[config.mk]
export PLATFORM = sky130hd
export DESIGN_NAME = climate_sched
export DESIGN_NICKNAME = d
export VERILOG_FILES = /design/src/rtl/climate_pkg.sv /design/src/rtl/climate_rr_arbiter.sv /design/src/rtl/climate_sched.sv
export SDC_FILE = /design/constraint.sdc
export NUM_CORES = 1
export LEC_CHECK = 0
export CAP_MARGIN = 10
export CORE_MARGIN = 5
export CORE_UTILIZATION = 25
export DETAILED_ROUTE_END_ITERATION = 8
export SYNTH_ARGS = -nofsm -noshare
export SYNTH_HDL_FRONTEND = slang
export SYNTH_SLANG_ARGS = --single-unit
[constraint.sdc]
create_clock -name clk -period 3 [get_ports clk]
set_clock_uncertainty 0.15 [all_clocks]
set_input_delay 0.45 -clock clk [delete_from_list [all_inputs] [get_ports clk]]
set_output_delay 0.45 -clock clk [all_outputs]
set_load 0.01 [all_outputs]
[src/rtl/climate_pkg.sv]
// Shared types and widths for the climate classifier scheduler.
package climate_pkg;

    localparam int unsigned TEMP_W  = 8;
    localparam int unsigned PRESS_W = 11;

    typedef enum logic [2:0] {
        UNDEFINED = 3'd0,
        SNOW      = 3'd1,
        SUNNY     = 3'd2,
        STORM     = 3'd3,
        ERROR     = 3'd4
    } climate_t;

    typedef enum logic [1:0] {
        IDLE,
        ISSUE,
        WAIT,
        RESP
    } sched_state_t;

endpackage

[src/rtl/climate_rr_arbiter.sv]
// Combinational round-robin arbiter: first requester at or after rr_ptr_i wins.
module climate_rr_arbiter #(
    parameter int unsigned NUM_STATIONS = 4,
    parameter int unsigned ID_W         = $clog2(NUM_STATIONS)
) (
    input  logic [NUM_STATIONS-1:0] req_i,
    input  logic [ID_W-1:0]         rr_ptr_i,
    output logic [NUM_STATIONS-1:0] grant_o,
    output logic [ID_W-1:0]         winner_o,
    output logic                    any_req_o
);

    logic [ID_W-1:0] idx;

    // Scan offsets from farthest to nearest so the nearest requester is the last write.
    always_comb begin
        grant_o   = '0;
        winner_o  = '0;
        idx       = '0;
        any_req_o = |req_i;
        for (int k = int'(NUM_STATIONS) - 1; k >= 0; k--) begin
            idx = ID_W'((int'(rr_ptr_i) + k) % int'(NUM_STATIONS));
            if (req_i[idx]) begin
                winner_o = idx;
            end
        end
        if (any_req_o) begin
            grant_o[winner_o] = 1'b1;
        end
    end

endmodule

[src/rtl/climate_sched.sv]
// Shares one climate classifier between several stations: arbitrate, issue, wait, respond.
module climate_sched
    import climate_pkg::*;
#(
    parameter int unsigned NUM_STATIONS   = 4,
    parameter int unsigned TIMEOUT_CYCLES = 15,
    parameter int unsigned ID_W           = $clog2(NUM_STATIONS)
) (
    input  logic                            clk,
    input  logic                            rst_n,
    input  logic [NUM_STATIONS-1:0]         req_valid,
    input  logic [TEMP_W*NUM_STATIONS-1:0]  req_temperature,
    input  logic [PRESS_W*NUM_STATIONS-1:0] req_pressure,
    output logic [NUM_STATIONS-1:0]         req_ready,
    output logic                            cls_start,
    output logic [TEMP_W-1:0]               cls_temperature,
    output logic [PRESS_W-1:0]              cls_pressure,
    input  logic                            cls_done,
    input  logic [2:0]                      cls_condition,
    output logic                            res_valid,
    input  logic                            res_ready,
    output logic [ID_W-1:0]                 res_id,
    output logic [2:0]                      res_condition,
    output logic                            res_timeout,
    output logic [7:0]                      err_count
);

    // Last WAIT cycle index; timer counts WAIT cycles already spent without cls_done.
    localparam logic [7:0] TimerLast = 8'(TIMEOUT_CYCLES - 1);

    sched_state_t         state_q;
    logic [ID_W-1:0]      rr_ptr_q;
    logic [7:0]           timer_q;
    logic                 cls_start_q;
    logic [TEMP_W-1:0]    cls_temp_q;
    logic [PRESS_W-1:0]   cls_press_q;
    logic                 res_valid_q;
    logic [ID_W-1:0]      res_id_q;
    logic [2:0]           res_cond_q;
    logic                 res_timeout_q;
    logic [7:0]           err_q;

    logic [NUM_STATIONS-1:0] grant;
    logic [ID_W-1:0]         winner;
    logic                    any_req;
    logic [ID_W-1:0]         rr_next;
    logic [TEMP_W-1:0]       temp_sel;
    logic [PRESS_W-1:0]      press_sel;

    climate_rr_arbiter #(
        .NUM_STATIONS (NUM_STATIONS),
        .ID_W         (ID_W)
    ) u_arbiter (
        .req_i     (req_valid),
        .rr_ptr_i  (rr_ptr_q),
        .grant_o   (grant),
        .winner_o  (winner),
        .any_req_o (any_req)
    );

    // Select the winning station's sample and the pointer just past it.
    always_comb begin
        temp_sel  = '0;
        press_sel = '0;
        for (int i = 0; i < int'(NUM_STATIONS); i++) begin
            if (winner == ID_W'(i)) begin
                temp_sel  = req_temperature[i*TEMP_W +: TEMP_W];
                press_sel = req_pressure[i*PRESS_W +: PRESS_W];
            end
        end
        rr_next = (winner == ID_W'(NUM_STATIONS - 1)) ? '0 : winner + 1'b1;
    end

    // Scheduler FSM with all outputs registered.
    always_ff @(posedge clk or negedge rst_n) begin
        if (!rst_n) begin
            state_q       <= IDLE;
            rr_ptr_q      <= '0;
            timer_q       <= '0;
            cls_start_q   <= 1'b0;
            cls_temp_q    <= '0;
            cls_press_q   <= '0;
            res_valid_q   <= 1'b0;
            res_id_q      <= '0;
            res_cond_q    <= UNDEFINED;
            res_timeout_q <= 1'b0;
            err_q         <= '0;
        end else begin
            cls_start_q <= 1'b0;
            unique case (state_q)
                IDLE: begin
                    if (any_req) begin
                        cls_temp_q  <= temp_sel;
                        cls_press_q <= press_sel;
                        res_id_q    <= winner;
                        rr_ptr_q    <= rr_next;
                        cls_start_q <= 1'b1;
                        state_q     <= ISSUE;
                    end
                end
                ISSUE: begin
                    timer_q <= '0;
                    state_q <= WAIT;
                end
                WAIT: begin
                    // A completion on the final WAIT cycle beats the timeout.
                    if (cls_done) begin
                        res_cond_q    <= cls_condition;
                        res_timeout_q <= 1'b0;
                        res_valid_q   <= 1'b1;
                        state_q       <= RESP;
                        if (cls_condition == ERROR && err_q != 8'hFF) begin
                            err_q <= err_q + 8'd1;
                        end
                    end else if (timer_q == TimerLast) begin
                        res_cond_q    <= ERROR;
                        res_timeout_q <= 1'b1;
                        res_valid_q   <= 1'b1;
                        state_q       <= RESP;
                        if (err_q != 8'hFF) begin
                            err_q <= err_q + 8'd1;
                        end
                    end else begin
                        timer_q <= timer_q + 8'd1;
                    end
                end
                RESP: begin
                    if (res_ready) begin
                        res_valid_q <= 1'b0;
                        state_q     <= IDLE;
                    end
                end
                default: state_q <= IDLE;
            endcase
        end
    end

    assign req_ready       = (state_q == IDLE) ? grant : '0;
    assign cls_start       = cls_start_q;
    assign cls_temperature = cls_temp_q;
    assign cls_pressure    = cls_press_q;
    assign res_valid       = res_valid_q;
    assign res_id          = res_id_q;
    assign res_condition   = res_cond_q;
    assign res_timeout     = res_timeout_q;
    assign err_count       = err_q;

endmodule
# [Word-level counts from Yosys, hierarchy flattened]
# Cells that the tools add are included.
[classes] addsub=6 mul=0 n_div=0 n_lt_le_gt_ge=6 eq_ne=15 n_shift=0 n_mux=46 n_bitwise=0 n_reduce_logical=15
[ops] operator="$mux 8" count=10
[ops] operator="$mux 11" count=4
[ops] operator="$mux 2" count=9
[ops] operator="$add 8x1->8 const B" count=2
[ops] operator="$pmux 8 s2" count=1
[ops] operator="$lt 2x3->1 const B" count=5
[ops] operator="$mux 1" count=11
[ops] operator="$reduce_and 3->1" count=3
[ops] operator="$bmux 1 s2" count=4
[ops] operator="$eq 2x2->1 const B" count=4
[ops] operator="$eq 8x4->1 const B" count=1
[ops] operator="$mux 4" count=2
[ops] operator="$ne 2x2->1 const B" count=4
[ops] operator="$ne 8x8->1 const B" count=1
[ops] operator="$pmux 2 s4" count=1
[ops] operator="$reduce_bool 2->1" count=4
[ops] operator="$mux 3" count=2
[ops] operator="$add 2x1->2 const B" count=2
[ops] operator="$add 2x2->2 const B" count=2
[ops] operator="$eq 2x1->1 const B" count=2
[ops] operator="$logic_not 2->1" count=2
[ops] operator="$reduce_and 2->1" count=2
[ops] operator="$reduce_and 4->1" count=1
[ops] operator="$reduce_or 4->1" count=1
[ops] operator="7 further kinds" count=8
[word_totals] ff_bits=47 latchBits=0 ramBits=0 rom_bits=0 input_bits=87 output_inout_bits=39 mem_count=0

# [Longest topological paths before layout]
[depth] word_depth=13 depth_mapped=11

# [Modules after synthesis]
# Synthesis repeated with hierarchy kept, for this count alone.
[unflattened] cells_unflattened=326 area_unflattened_um2=2969.1
[modules_own_cells] mod="climate_sched" n_inst=1 cells_each=293 area_each_um2=2757.6
[modules_own_cells] mod="climate_rr_arbiter" n_inst=1 cells_each=33 area_each_um2=211.5

# [Least setup slack after synthesis]
# No wires, ideal clock.
[synth_timing] path_type="in2out" startpoint="input req_valid[2]" endpoint="output req_ready[3]" t_arrival_ns=1.993 required_ns=2.400 path_slack_ns=0.407 stages=7 n_path_buf=2 path_cell_list="inv_1 o22ai_1 a211oi_1 ha_1 clkbuf_1 clkbuf_1 and2_1"
[synth_via] elab_chain_len=12 word_cells_on_any_way=20 classes_between="order compare (2); mux (16); reduce/logical (2)"
[synth_rtl] element="start, declared" line="climate_sched.sv:11" text="input logic [NUM_STATIONS-1:0] req_valid,"
[synth_rtl] element="$bmux 1 s2" line="climate_rr_arbiter.sv:23" text="if (req_i[idx]) begin"
[synth_rtl] element="$mux 1 (implied by the code)" line="climate_rr_arbiter.sv:23"
[synth_rtl] element="$mux 2 (3 in a row)" line="climate_rr_arbiter.sv:23"
[synth_rtl] element="$mux 2 (*)" line="climate_rr_arbiter.sv:23"
[synth_rtl] element="named net u_arbiter.winner_o[0]" line="climate_rr_arbiter.sv:9" text="output logic [ID_W-1:0] winner_o,"
[synth_rtl] element="$lt 2x3->1 (implied by the code) / $ge 2x1->1 (equally long branches)" line="climate_rr_arbiter.sv:28" text="grant_o[winner_o] = 1'b1;"
[synth_rtl] element="$logic_and 1x1->1 (implied by the code)" line="climate_rr_arbiter.sv:28"
[synth_rtl] element="$mux 1 (implied by the code)" line="climate_rr_arbiter.sv:28"
[synth_rtl] element="$demux 1 s2 (*)"
[synth_rtl] element="$mux 4 (*)" line="climate_rr_arbiter.sv:27" text="if (any_req_o) begin"
[synth_rtl] element="$mux 4 (*)" line="climate_sched.sv:138" text="assign req_ready = (state_q == IDLE) ? grant : '0;"
[synth_rtl] element="end, declared" line="climate_sched.sv:14" text="output logic [NUM_STATIONS-1:0] req_ready,"
# Mark *: on every way through the listed nets, which the timed path passes. The rest lies on a longest branch. The select of a mux whose other input is x is not followed.

# [Final worst setup path]
[layout_timing] startpoint="input req_valid[3]" endpoint="output req_ready[1]"
[layout_via] elab_chain_len=12 word_cells_on_any_way=20 classes_between="order compare (2); mux (16); reduce/logical (2)"
[layout_rtl] element="$bmux 1 s2" line="climate_rr_arbiter.sv:23"
[layout_rtl] element="$mux 1 (implied by the code)" line="climate_rr_arbiter.sv:23"
[layout_rtl] element="$mux 2 (4 in a row)" line="climate_rr_arbiter.sv:23"
[layout_rtl] element="$lt 2x3->1 (implied by the code) / $ge 2x1->1 (equally long branches)" line="climate_rr_arbiter.sv:28"
[layout_rtl] element="$logic_and 1x1->1 (implied by the code)" line="climate_rr_arbiter.sv:28"
[layout_rtl] element="$mux 1 (implied by the code)" line="climate_rr_arbiter.sv:28"
[layout_rtl] element="$demux 1 s2"
[layout_rtl] element="$mux 4 (*)" line="climate_rr_arbiter.sv:27"
[layout_rtl] element="$mux 4 (*)" line="climate_sched.sv:138"
# Every way passes the cells marked *; elsewhere a longest branch is shown, timed or not. The select of a mux whose other input is x is not followed.

==> reports/qor.txt <==
status: complete, no violations
FF-to-FF Start: rr_ptr_q[1]$_DFFE_PN0P_
Critical Path Max Stage Delay: 480 ps
Post-Syn Area: 2830 µm²
CP Class: input pin to primary output
Syn Inst Count: 303
design area: 4430 µm²
# fillers: 1123
DPL Wire Length: 6900 µm
RSZ-0062 raised after global routing: false
Slew HR: 0.689
Leakage: 1.94 nW
clk sinks: 47
Psw: 0.00141 W
drt pass-1 iters: 4
top-count cell post-synth: dfrtp_1
largest net degree at the start of global routing: 39
Critical Path AT: 2190 ps
Placed Area: 4270 µm²
Switching Share: 0.389
worst slew pin tran: 467 ps
CTS tree: yes
final setup vio count: 0
Die W: 116 µm
Root Driver: clkbuf_16
Port Buffer Count: 125
Max rail drop VDD: 0.318 mV
overall routing resource usage: 0.128
Avg WL per Cell: 16.1 µm
Fin. Hold Viols: 0
Combinational Power Share: 0.554
Post-synth top flop: dfrtp_1
Crit Path Max Fanout: 7
Final Util: 0.403
Final period util: 0.931
detailed-route DRC error count: 0
Reg area: 1180 µm²
max_cap viols: 0
flop and latch count out of synthesis: 47
Async SR Flop Fraction: 1.00
EDFF count, synth: 0
Placed Cells: 564
number of CTS-inserted buffers: 5
Initial Utilization: 0.258
Reg power frac: 0.295
clock group share of total power: 0.151
Syn Nets: 401
Max Slew Vio Count: 0
Setup crit end kind: primary output
crit path cell chain: clkdlybuf4s50_1 -> nor4_2 -> nand2b_1 -> clkinv_1 -> and2_1 -> dlygate4sd2_1
CP startpoint: req_valid[3]
Slowest-stage cell, CP: clkdlybuf4s50_1
global-route wire length before repair: 13700 µm
Ant. Diodes: 0
clk slew on worst S/H paths: 70 ps
Nets: 530
multi-input combinational cell area: 1460 µm²
DIE AREA: 13600 µm²
clk_lat worst skew: 280 ps
worst hold-check path type: register to register
P per Cell Area: 820 nW/µm²
vias in the first global route: 2722
# IOs: 126
H-Tree Depth: 2
area grow syn2layout: 56.3%
hold wc startpoint: res_id[0]$_DFFE_PN0P_
sequential-to-total area share from yosys stat: 0.415
Cell variety after synth: 44
Antenna Nets Post-Route: 0
Internal: 0.00222 W
Avg Cell Area, Syn: 9.35 µm²
die height: 116 µm
area leader, netlist: dfrtp_1
Layout Cells excl Fill: 573
share of layout cells above drive strength 1: 0.0855
Startpoint Class: input pin
Core Box Area: 11000 µm²
Max Root-Sink Buffers: 2
RD Place Congestion: 0.805
fmax: 0.358 GHz
Period minus WS final: 2790 ps
vias per cell: 4.76
CP Data Required Time: 2400 ps
top cells by area, synth: dfrtp_1 (42%), a21oi_1 (7.6%), a211o_1 (6.2%)
via count: 2725
Pwr Total: 0.00363 W
1st-iter DRT viols: 142
grt total ovfl: 0
initial antenna violation count: 0
Yosys top cell area share: 0.415
Site Rows: 38
setup TNS: 0 ps
Ys Warns: 0
Post-Route WL: 9220 µm
list of most frequent post-synthesis cells: dfrtp_1 (47), a21oi_1 (43), inv_1 (30), nor2_1 (28), a211o_1 (20)
cell type report:
class                           instances  share of cell area
Inverter                               31              0.0263
Sequential cell                        47               0.265
Timing Repair Buffer                  141               0.308
Multi-Input combinational cell        206               0.329
Clock inverter                          2             0.00282
Tap cell                              140              0.0395
Clock buffer                            6              0.0291
cells in the final DEF, fill, tap and decap left out, drive strengths merged, types with 6 or more instances in the layout:
| master | netlist | routed |
|---|---|---|
| a221oi | 18 | 18 |
| nor4 | 6 | 6 |
| a211o | 20 | 20 |
| nor2 | 28 | 28 |
| buf | 9 | 16 |
| ha | 11 | 11 |
| a21oi | 44 | 44 |
| nand2 | 10 | 10 |
| clkdlybuf4s50 | 0 | 120 |
| nand3 | 6 | 6 |
| dfrtp | 47 | 47 |
| inv | 30 | 30 |
| xor2 | 7 | 7 |
| clkbuf | 10 | 6 |
critical path: cells and delay by family:
kind / cells / cell delay [ps]
AND/OR/NAND/NOR: 3 / 760
buffers and inverters: 3 / 970
registers in the layout, indices dropped and copies added (netlist names):
| register | cells |
|---|---|
| err_count | 8 |
| cls_temperature | 8 |
| state_q | 2 |
| res_id | 2 |
| res_condition | 3 |
| timer_q | 8 |
| cls_pressure | 11 |
| res_timeout | 1 |
| cls_start | 1 |
| rr_ptr_q | 2 |
| res_valid | 1 |
path summary, 6_finish.rpt:
kind / slack [ps] / to / cells past startpoint
hold reg to reg: 350 / res_id[0]$_DFFE_PN0P_ / 2
setup reg to reg: 510 / cls_temperature[1]$_DFFE_PN0P_ / 11
setup / recovery: 210 / req_ready[1] / 6
max in group asynchronous: 1470 / cls_temperature[0]$_DFFE_PN0P_ / 3
min in group asynchronous: 450 / err_count[6]$_DFFE_PN0P_ / 2
hold / removal: 350 / res_id[0]$_DFFE_PN0P_ / 2
repair_timing:
item | in CTS | in global routing
setup endpoints to repair | 4 | 0
buffers inserted | 0 | 0
hold endpoints to repair | 13 | 0
resized for setup | 6 | 0
hold buffers | 1 | 0
power by group through the flow:
stage	registers (W)	logic [W]	clock network, W
2_1_floorplan	0.00115	0.00104	0
3_3_place_gp	0.00108	0.00202	0
3_5_place_dp	0.00108	0.00206	0
4_1_cts	0.00108	0.00206	0.000570
5_1_grt	0.00111	0.00224	0.000592
6_report	0.00107	0.00201	0.000549
kinds of logic after synthesis:
| logic type | count (synthesis) | share of synthesized area |
|---|---|---|
| multiplexers | 5 | 0.0194 |
| AO/OA/AOI/OAI | 104 | 0.264 |
| flip-flops | 47 | 0.415 |
| adder cells (fa/ha/maj) | 11 | 0.0486 |
| AND/OR/NAND/NOR | 76 | 0.147 |
| XOR/XNOR | 10 | 0.0309 |
| buffers and inverters | 50 | 0.0746 |
per-layer routing:
layer / up-vias / global-route usage / share of wire
li1: 1344 / - / -
met1: 1289 / 0.159 / 0.43
met2: 87 / 0.215 / 0.46
met3: 5 / 0.0461 / 0.096
met4: 0 / 0.0247 / 0.0055
met5: - / 0 / 0
metrics by stage:
stage               hold slack, ps  setup WS [ps]
finish                         347            208
global route                   368           70.0
CTS                            350            169
detailed placement             223           -168
global placement               220           -164
floorplan                     4.41            407
(Power assumes the default switching activity.)
